===== src/rtl/set_control_n.sv =====
// Per-field set-button controller: one accepted press gives a one-cycle increment strobe to the
// clock or alarm counter of its field. Optional auto-repeat while held: define SET_AUTOREPEAT_EN.
module set_control_n #(
  parameter int NFIELDS      = 2,
  parameter int DLY_W        = 16,
  parameter int REPEAT_DELAY = 500,
  parameter int REPEAT_RATE  = 100
) (
  input  logic               ck,
  input  logic               reset,
  input  logic [NFIELDS-1:0] btn,
  input  logic               clock_alarm,
  input  logic [NFIELDS-1:0] carry_in,
  output logic [NFIELDS-1:0] up_clock,
  output logic [NFIELDS-1:0] up_alarm,
  output logic               busy
);

  localparam int OW = (NFIELDS > 1) ? $clog2(NFIELDS) : 1;

  if (NFIELDS < 1 || DLY_W < 1 || REPEAT_DELAY < 1 || REPEAT_RATE < 1) begin : g_bad_cfg
    $error("set_control_n: NFIELDS, DLY_W, REPEAT_DELAY and REPEAT_RATE must all be >= 1");
  end

  typedef enum logic [1:0] {
    IDLE     = 2'd0,
    PULSE    = 2'd1,
    HOLD     = 2'd2,
    WAIT_REL = 2'd3
  } state_e;

  state_e          state_q, state_d;
  logic [OW-1:0]   owner_q, owner_d;
  logic            mode_q,  mode_d;
  logic [OW-1:0]   low_idx;
  logic            owner_held;

  // Lowest pressed index wins a simultaneous press.
  always_comb begin
    low_idx = '0;
    for (int i = NFIELDS - 1; i >= 0; i--) begin
      if (btn[i]) low_idx = OW'(i);
    end
  end

  assign owner_held = btn[owner_q];

`ifdef SET_AUTOREPEAT_EN
  localparam logic [DLY_W-1:0] RPT_AT = DLY_W'(REPEAT_DELAY - 1);
  // A rate longer than the delay would reload below zero; clamp so the timer never wraps.
  localparam logic [DLY_W-1:0] RELOAD =
    (REPEAT_RATE <= REPEAT_DELAY) ? DLY_W'(REPEAT_DELAY - REPEAT_RATE) : '0;

  logic [DLY_W-1:0] timer_q, timer_d, timer_inc;

  assign timer_inc = (&timer_q) ? timer_q : timer_q + 1'b1;
`endif

  // NOTE: every variable driven here gets a default first, so no path can infer a latch.
  always_comb begin
    state_d = state_q;
    owner_d = owner_q;
    mode_d  = mode_q;
`ifdef SET_AUTOREPEAT_EN
    timer_d = timer_q;
`endif
    unique case (state_q)
      IDLE: begin
        if (|btn) begin
          state_d = PULSE;
          owner_d = low_idx;
          mode_d  = clock_alarm;
`ifdef SET_AUTOREPEAT_EN
          timer_d = '0;
`endif
        end
      end
      PULSE: begin
        state_d = HOLD;
`ifdef SET_AUTOREPEAT_EN
        timer_d = timer_inc;
`endif
      end
      HOLD: begin
        if (!owner_held) begin
          state_d = WAIT_REL;
        end
`ifdef SET_AUTOREPEAT_EN
        else if (timer_q >= RPT_AT) begin
          state_d = PULSE;
          timer_d = RELOAD;
        end else begin
          timer_d = timer_inc;
        end
`endif
      end
      WAIT_REL: begin
        if (!(|btn)) state_d = IDLE;
      end
      default: state_d = IDLE;
    endcase
  end

  // NOTE: state registers use non-blocking assignments so every flop samples pre-edge values.
  always_ff @(posedge ck or negedge reset) begin
    if (!reset) begin
      state_q <= IDLE;
      owner_q <= '0;
      mode_q  <= 1'b1;
    end else begin
      state_q <= state_d;
      owner_q <= owner_d;
      mode_q  <= mode_d;
    end
  end

`ifdef SET_AUTOREPEAT_EN
  always_ff @(posedge ck or negedge reset) begin
    if (!reset) timer_q <= '0;
    else        timer_q <= timer_d;
  end
`endif

  logic               set_pulse;
  logic [NFIELDS-1:0] owner_onehot;

  assign set_pulse    = (state_q == PULSE);
  assign owner_onehot = NFIELDS'(1) << owner_q;

  // Carries merge with the set strobe rather than being displaced by it.
  assign up_clock = carry_in | ({NFIELDS{set_pulse &  mode_q}} & owner_onehot);
  assign up_alarm =            ({NFIELDS{set_pulse & ~mode_q}} & owner_onehot);
  assign busy     = (state_q != IDLE);

endmodule


===== config.mk =====
export PLATFORM = sky130hd
export DESIGN_NAME = set_control_n
export DESIGN_NICKNAME = d
export VERILOG_FILES = /design/src/rtl/set_control_n.sv
export SDC_FILE = /design/constraint.sdc
export NUM_CORES = 1
export LEC_CHECK = 0
export ABC_AREA = 1
export ABC_CLOCK_PERIOD_IN_PS = 2670
export CAP_MARGIN = 10
export CORE_AREA = 2 2 39 41
export CTS_BUF_LIST = sky130_fd_sc_hd__clkbuf_4 sky130_fd_sc_hd__clkbuf_8 sky130_fd_sc_hd__clkbuf_16
export CTS_CLUSTER_DIAMETER = 150
export DETAILED_ROUTE_END_ITERATION = 7
export DIE_AREA = 0 0 41 43
export PLACE_DENSITY = 0.48
export SETUP_SLACK_MARGIN = 0.3
export SYNTH_ARGS = -nofsm -noshare
export SYNTH_HDL_FRONTEND = slang
export SYNTH_SLANG_ARGS = --single-unit

===== constraint.sdc =====
create_clock -name ck -period 2.67 [get_ports ck]
set_clock_uncertainty 0.2 [all_clocks]
set_input_delay 0.801 -clock ck [delete_from_list [all_inputs] [get_ports ck]]
set_output_delay 0.801 -clock ck [all_outputs]
set_load 0.05 [all_outputs]

Word level (Yosys, flattened, before mapping) --
Index checks and enable logic that the tools add are counted.
Storage, ports and cells: logic and storage cells 30, register bits after elaboration 4, output and inout bits 5, input bits 7
Operators by class: $lt $le $gt $ge 1, reductions and logical operators 5, mux-type cells 8, shift-type cells 1, equality and inequality tests 6, bitwise gates (word level) 6
Operators by type and width (number):
- case mux 2 bit (4 select lines) | 1
- two-way mux 2 bit | 3
- != test 2 bit, second input constant | 3
- bitwise AND 2 bit | 2
- == test 2 bit, second input constant | 2
- two-way mux 1 bit | 4
- AND reduction 3 bit | 1
- bitwise AND 1 bit | 2
- == test 2 x 1 -> 1 bit, second input constant | 1
- zero test 2 bit | 1
- < comparator 1 x 2 -> 1 bit, second input constant | 1
- OR 2 bit | 1
- AND reduction 2 bit | 1
- nonzero test 2 bit | 1
- OR reduction 2 bit | 1
- << shifter 1 x 1 -> 2 bit, first input constant | 1
- NOT 1 bit | 1

Depth between registers and ports, before layout --
Gate-level depths: netlist of the first run.
depth after elaboration 4, depth in mapped cells 8, mapped depth without buffers 8

Least setup slack after synthesis of the first run --
OpenSTA, ideal clock, no wires.
path type reg2out, from reg state_q[1], to out up_alarm[0], setup slack -0.034 ns, buffers on the path 0, arrival 1.703 ns, data required time 1.669 ns, stages on the path, launching flop included 5, cells stage by stage dfrtp_1 > inv_1 > ha_1 > inv_1 > nor3_1
On the way: longest elaborated chain between the ends 3
Ends and longest elaborated chain:
- start, declared | RTL line 32 | state_e state_q, state_d;
- start signal, assigned | RTL line 111 | state_q <= state_d;
- == test 2 x 1 -> 1 bit | RTL line 127 | assign set_pulse = (state_q == PULSE);
- bitwise AND 1 bit | RTL line 132 | assign up_alarm = ({NFIELDS{set_pulse & ~mode_q}} & owner_onehot);
- bitwise AND 2 bit | RTL line 132
- end, declared | RTL line 15 | output logic [NFIELDS-1:0] up_alarm,
Every way passes these cells.

Worst setup path after layout of the first run --
from in carry_in[0], to out up_clock[0]
On the way: longest elaborated chain between the ends 1
Ends and longest elaborated chain:
- start, declared | RTL line 13 | input logic [NFIELDS-1:0] carry_in,
- OR 2 bit | RTL line 131 | assign up_clock = carry_in | ({NFIELDS{set_pulse & mode_q}} & owner_onehot);
- end, declared | RTL line 14 | output logic [NFIELDS-1:0] up_clock,
Every way passes these cells.

==> flow_summary.yaml, run 1 <==
detailed_routing:
  route.detailed.drc: 0
  dr_total_vias: 328
  firstDrtPassIters: 3
  vias_per_cell: 4.32
  drtIter0Drc: 7
  ant_nets: 0
  routedWlPerCell_um: 9.84
  routed_wl_um: 748
global_route:
  gr-total-overflow: 0
  grt_pass1_vias: 302
  antenna_found_initial: 0
  grt.total_usage: 0.103
  grt_max_degree: 7
  grt_pass1_wl_um: 1210
layout:
  n_fill_cell: 136
  multi_input_area_um2: 234
  nNetsFinal: 72
  drive_gt1_frac: 0.467
  seq_area_um2: 101
  area_delta_synth_final_pct: 87.1
  antennaDiodeCount: 0
  final_cell_mix: "nand2_1, inv_1"
  final_common_cell: "nand2_1"
  final_cells: 76
logic_synthesis:
  postSynthCellCount: 43
  ys_ff_latch: 4
  seq_area_frac_synth: 0.318
  ys_warn_count: 0
  yosysUniqueCellTypes: 16
  syn_nets: 54
  syn_area_per_cell_um2: 7.42
  syn_area_um2: 319
clocking:
  cts_hold_repair.buffers: 0
  cts_tree: "done"
  cts.reportedPaths.clkPinSlew_ps: 40
  clockRootBuffer: "clkbuf_4"
  clkSinkCount: 4
  cts_buffers: 3
  htree_levels: 1
  clk_latency_ps: 240
  clk_path_buf_depth: 2
sta:
  fmax_mhz: 425
  worst_pin_slew_ps: 261
  rsz0062_at_grt: "false"
  setup_viol: 0
  slew_headroom: 0.826
  drv_slew: 0
  fin_crit_sh: 0.881
  final.min_clock_period_ps: 2350
  hold_slack_ps: 367
  hold_viol: 0
floorplan:
  io_pins: 12
  core-area_um2: 1380
  dieArea_um2: 1760
  start_util: 0.231
  chipWidth_um: 41
  rows: 14
  die_h_um: 43
power_and_ir_drop:
  power.leakage_nw: 0.287
  irDropWorstVdd_mv: 0.462
  power.internal_mw: 0.368
  comb_power_share: 0.655
  p_sw_mw: 0.332
  pwr-share-seq: 0.213
  clkPwrFrac: 0.132
  switching_share: 0.474
  power_density_nw_per_um2: 1170
placement:
  hpwl_um: 593
  port_buffers: 11
  dp_cells: 70
  finalWeightedCongestion: 0.728
critical_path:
  rrSetupSlack_ps: 1200
  worst_setup_path_end_kind: "output pin"
  worstSetupStartpointType: "input pin"
  crit_path_max_fanout: 1
  worstPathArrival_ps: 1350
  worst-setup-path-type: "in -> out"
  crit_required_ps: 1670
worst_hold_path:
  hp-class: "reg -> reg"
status:
  status: "complete, no violations"
flow_run:
  cap_violations: 0
-- sequential cells by signal, summed over array words and instances, names as in the netlist --
| name | cells |
|---|---|
| mode_q | 1 |
| state_q | 2 |
| owner_q | 1 |
-- worst max-delay path, cell delays in order --
cell and delay [ps]:
dlygate4sd2_1 230, o21bai_4 170, buf_12 150
-- power groups by stage --
stage	Sequential, mW	Clock, mW	Combinational (mW)
after floorplan	0.126	0	0.247
after global placement	0.139	0	0.393
after detailed placement	0.138	0	0.395
after CTS	0.140	0.0955	0.405
after global routing	0.154	0.102	0.504
final	0.149	0.0924	0.459
-- Yosys cell counts --
cell,count,area [um^2]
nand2_1,9,33.8
nand3_1,2,10.0
nor2_2,1,6.26
dfstp_2,1,26.3
dfrtp_1,3,75.1
o21ai_1,2,10.0
nand2_2,3,18.8
o21ai_0,2,10.0
o21bai_1,2,15.0
or2_2,1,6.26
nor2_1,1,3.75
nor3_1,2,10.0
ha_1,4,50.1
inv_1,8,30.0
nand3_2,1,10.0
inv_2,1,3.75
-- layout make-up --
class,instances,area share
Clock buffer,4,0.0503
Inverter,9,0.0566
Multi-Input combinational cell,30,0.392
Sequential cell,4,0.170
Tap cell,16,0.0335
Timing Repair Buffer,13,0.298
-- through the flow --
| step | setup TNS [ps] | cell area (um^2) | total power [mW] | utilization | worst slack [ps] |
|---|---|---|---|---|---|
| after CTS | 0 | 549 | 0.641 | 0.397 | 237 |
| final | 0 | 597 | 0.700 | 0.431 | 317 |
| after detailed placement | 0 | 507 | 0.532 | 0.366 | 122 |
| after global routing | 0 | 597 | 0.760 | 0.431 | 281 |
| after global placement | 0 | 507 | 0.532 | 0.366 | 117 |
| after floorplan | -68.3 | 327 | 0.373 | - | -34.1 |
-- what timing repair did --
item,in CTS,in global routing
pin swaps,0,1
buffers inserted,0,2
gates resized for setup,4,10
endpoints found under the setup margin,4,5
-- final timing paths --
path	cells after the start	end	start
setup / recovery	3	up_clock[0]	carry_in[0]
hold / removal	2	mode_q$_DFFE_PN1P_	mode_q$_DFFE_PN1P_
setup reg to reg	8	state_q[1]$_DFFE_PN0P_	state_q[0]$_DFFE_PN0P_
hold reg to reg	2	mode_q$_DFFE_PN1P_	mode_q$_DFFE_PN1P_
max in group asynchronous	1	mode_q$_DFFE_PN1P_	reset
min in group asynchronous	1	state_q[0]$_DFFE_PN0P_	reset
-- routing by layer --
layer / share of wire / track usage / vias to the layer above / wire [um]
met5: 0 / 0 / - / 0
met4: 0 / 0.0200 / 0 / 0
met3: 0.080 / 0.0628 / 0 / 60
met2: 0.51 / 0.153 / 13 / 381
met1: 0.41 / 0.124 / 147 / 306
li1: - / - / 168 / -
-- cells by family (layout without fill, tap and decap cells) --
family          after synthesis  in the layout  synth area share
simple gates                 20             20             0.310
flops                         4              4             0.318
compound gates                6              6             0.110
fa+ha+maj                     4              4             0.157
buf+inv                       9             26             0.106
No activity file was read; power rests on OpenSTA's default activity.
==> run 2, diff against run 1 <==
- RECOVER_POWER: default -> 25
==> run 2 against run 1 <==
  * Non-clock buffer count is the same
  * Sequential share of layout area did not move
  * Die area did not move
  * Hold slack is the same
  * Via count did not move
  * Core utilization unchanged
  * Clock power hardly changed
  * Final cell count unchanged
  * Largest cell class unchanged
==> flow_summary.yaml, run 2 (synthesis gave the netlist of run 1 again) <==
sta:
  slew_headroom: 0.826
  final.min_clock_period_ps: 2350
  timing.final.ws_setup_ps: 317
  setup_viol: 0
  fmax_mhz: 425
  hold_viol: 0
  drv_slew: 0
  fin_crit_sh: 0.881
  worst_pin_slew_ps: 261
  rsz0062_at_grt: "false"
global_route:
  grt_pass1_wl_um: 1210
  gr-total-overflow: 0
  grt_max_degree: 7
  grt.total_usage: 0.103
  antenna_found_initial: 0
  grt_pass1_vias: 302
floorplan:
  start_util: 0.231
  dieArea_um2: 1760
  core-area_um2: 1380
  chipWidth_um: 41
  rows: 14
  die_h_um: 43
  io_pins: 12
detailed_routing:
  routedWlPerCell_um: 9.83
  vias_per_cell: 4.32
  route.detailed.drc: 0
  firstDrtPassIters: 3
  dr_total_vias: 328
  ant_nets: 0
  routed_wl_um: 747
  drtIter0Drc: 8
clocking:
  htree_levels: 1
  clk_latency_ps: 240
  cts_hold_repair.buffers: 0
  clk_path_buf_depth: 2
  cts_buffers: 3
  cts.reportedPaths.clkPinSlew_ps: 40
  cts_tree: "done"
  clockRootBuffer: "clkbuf_4"
  clkSinkCount: 4
layout:
  largest_reg_flops: 2
  n_fill_cell: 136
  final_cell_mix: "nand2_1, inv_1"
  final_util: 0.431
  antennaDiodeCount: 0
  area_delta_synth_final_pct: 87.1
  largestRegisters: "state_q: 2 flops, mode_q: 1 flops, owner_q: 1 flops"
  multi_input_area_um2: 234
  final_common_cell: "nand2_1"
  seq_area_um2: 101
  drive_gt1_frac: 0.467
  nNetsFinal: 72
  regMostFlops: "state_q"
worst_hold_path:
  holdPathStages: 2
  hp-class: "reg -> reg"
placement:
  hpwl_um: 593
  pre_cts_ws_ps: 122
  finalWeightedCongestion: 0.728
  port_buffers: 11
status:
  status: "complete, no violations"
critical_path:
  worst-setup-path-type: "in -> out"
  ff2ff_path_depth: 8
  worstPathArrival_ps: 1350
  crit_required_ps: 1670
  worstSetupStartpointType: "input pin"
  worst_setup_path_end_kind: "output pin"
  crit_path_max_fanout: 1
power_and_ir_drop:
  power.leakage_nw: 0.287
  power_density_nw_per_um2: 1170
  p_total_mw: 0.700
  irDropWorstVdd_mv: 0.462
flow_run:
  cap_violations: 0
==> run 2: per-layer routing <==
layer | track usage | share of wire | up-vias
met5 | 0 | 0 | -
met4 | 0.0200 | 0 | 0
met3 | 0.0628 | 0.080 | 0
met2 | 0.153 | 0.51 | 13
met1 | 0.124 | 0.41 | 147
li1 | - | - | 168
==> run 2: final cells by class <==
type	count	area share
repair buffers	13	0.298
multi-input cells	30	0.392
clock buffers	4	0.0503
well taps	16	0.0335
inverters	9	0.0566
flip-flops and latches	4	0.170
==> run 2: worst paths after layout <==
kind	from	end	slack, ps
setup / recovery	carry_in[0]	up_clock[0]	320
hold / removal	mode_q$_DFFE_PN1P_	mode_q$_DFFE_PN1P_	370
setup reg to reg	state_q[0]$_DFFE_PN0P_	state_q[1]$_DFFE_PN0P_	1200
hold reg to reg	mode_q$_DFFE_PN1P_	mode_q$_DFFE_PN1P_	370
max in group asynchronous	reset	mode_q$_DFFE_PN1P_	1380
min in group asynchronous	reset	state_q[0]$_DFFE_PN0P_	640
==> run 2: what timing repair did <==
item                       4_1_cts  5_1_grt
pin swaps                        0        1
setup endpoints to repair        4        5
cloned                           0        0
setup buffers                    0        2
gates resized for setup          4       10
==> run 2: critical path: stages <==
cell and delay (ps):
dlygate4sd2_1 230, o21bai_4 170, buf_12 150
==> run 2: power breakdown <==
| part | internal, mW | switching (mW) | leakage, nW |
|---|---|---|---|
| logic | 0.202 | 0.256 | 0.222 |
| registers | 0.0992 | 0.0497 | 0.0466 |
| clock network | 0.0663 | 0.0261 | 0.0184 |
| total | 0.368 | 0.332 | 0.287 |
==> run 2: through the flow <==
stage | instance area [um^2] | instances | hold WS [ps] | setup TNS (ps)
after floorplan | 327 | 43 | 268 | -68.3
after global placement | 507 | 70 | 325 | 0
after detailed placement | 507 | 70 | 328 | 0
after CTS | 549 | 74 | 332 | 0
after global routing | 597 | 76 | 405 | 0
final | 597 | 76 | 367 | 0
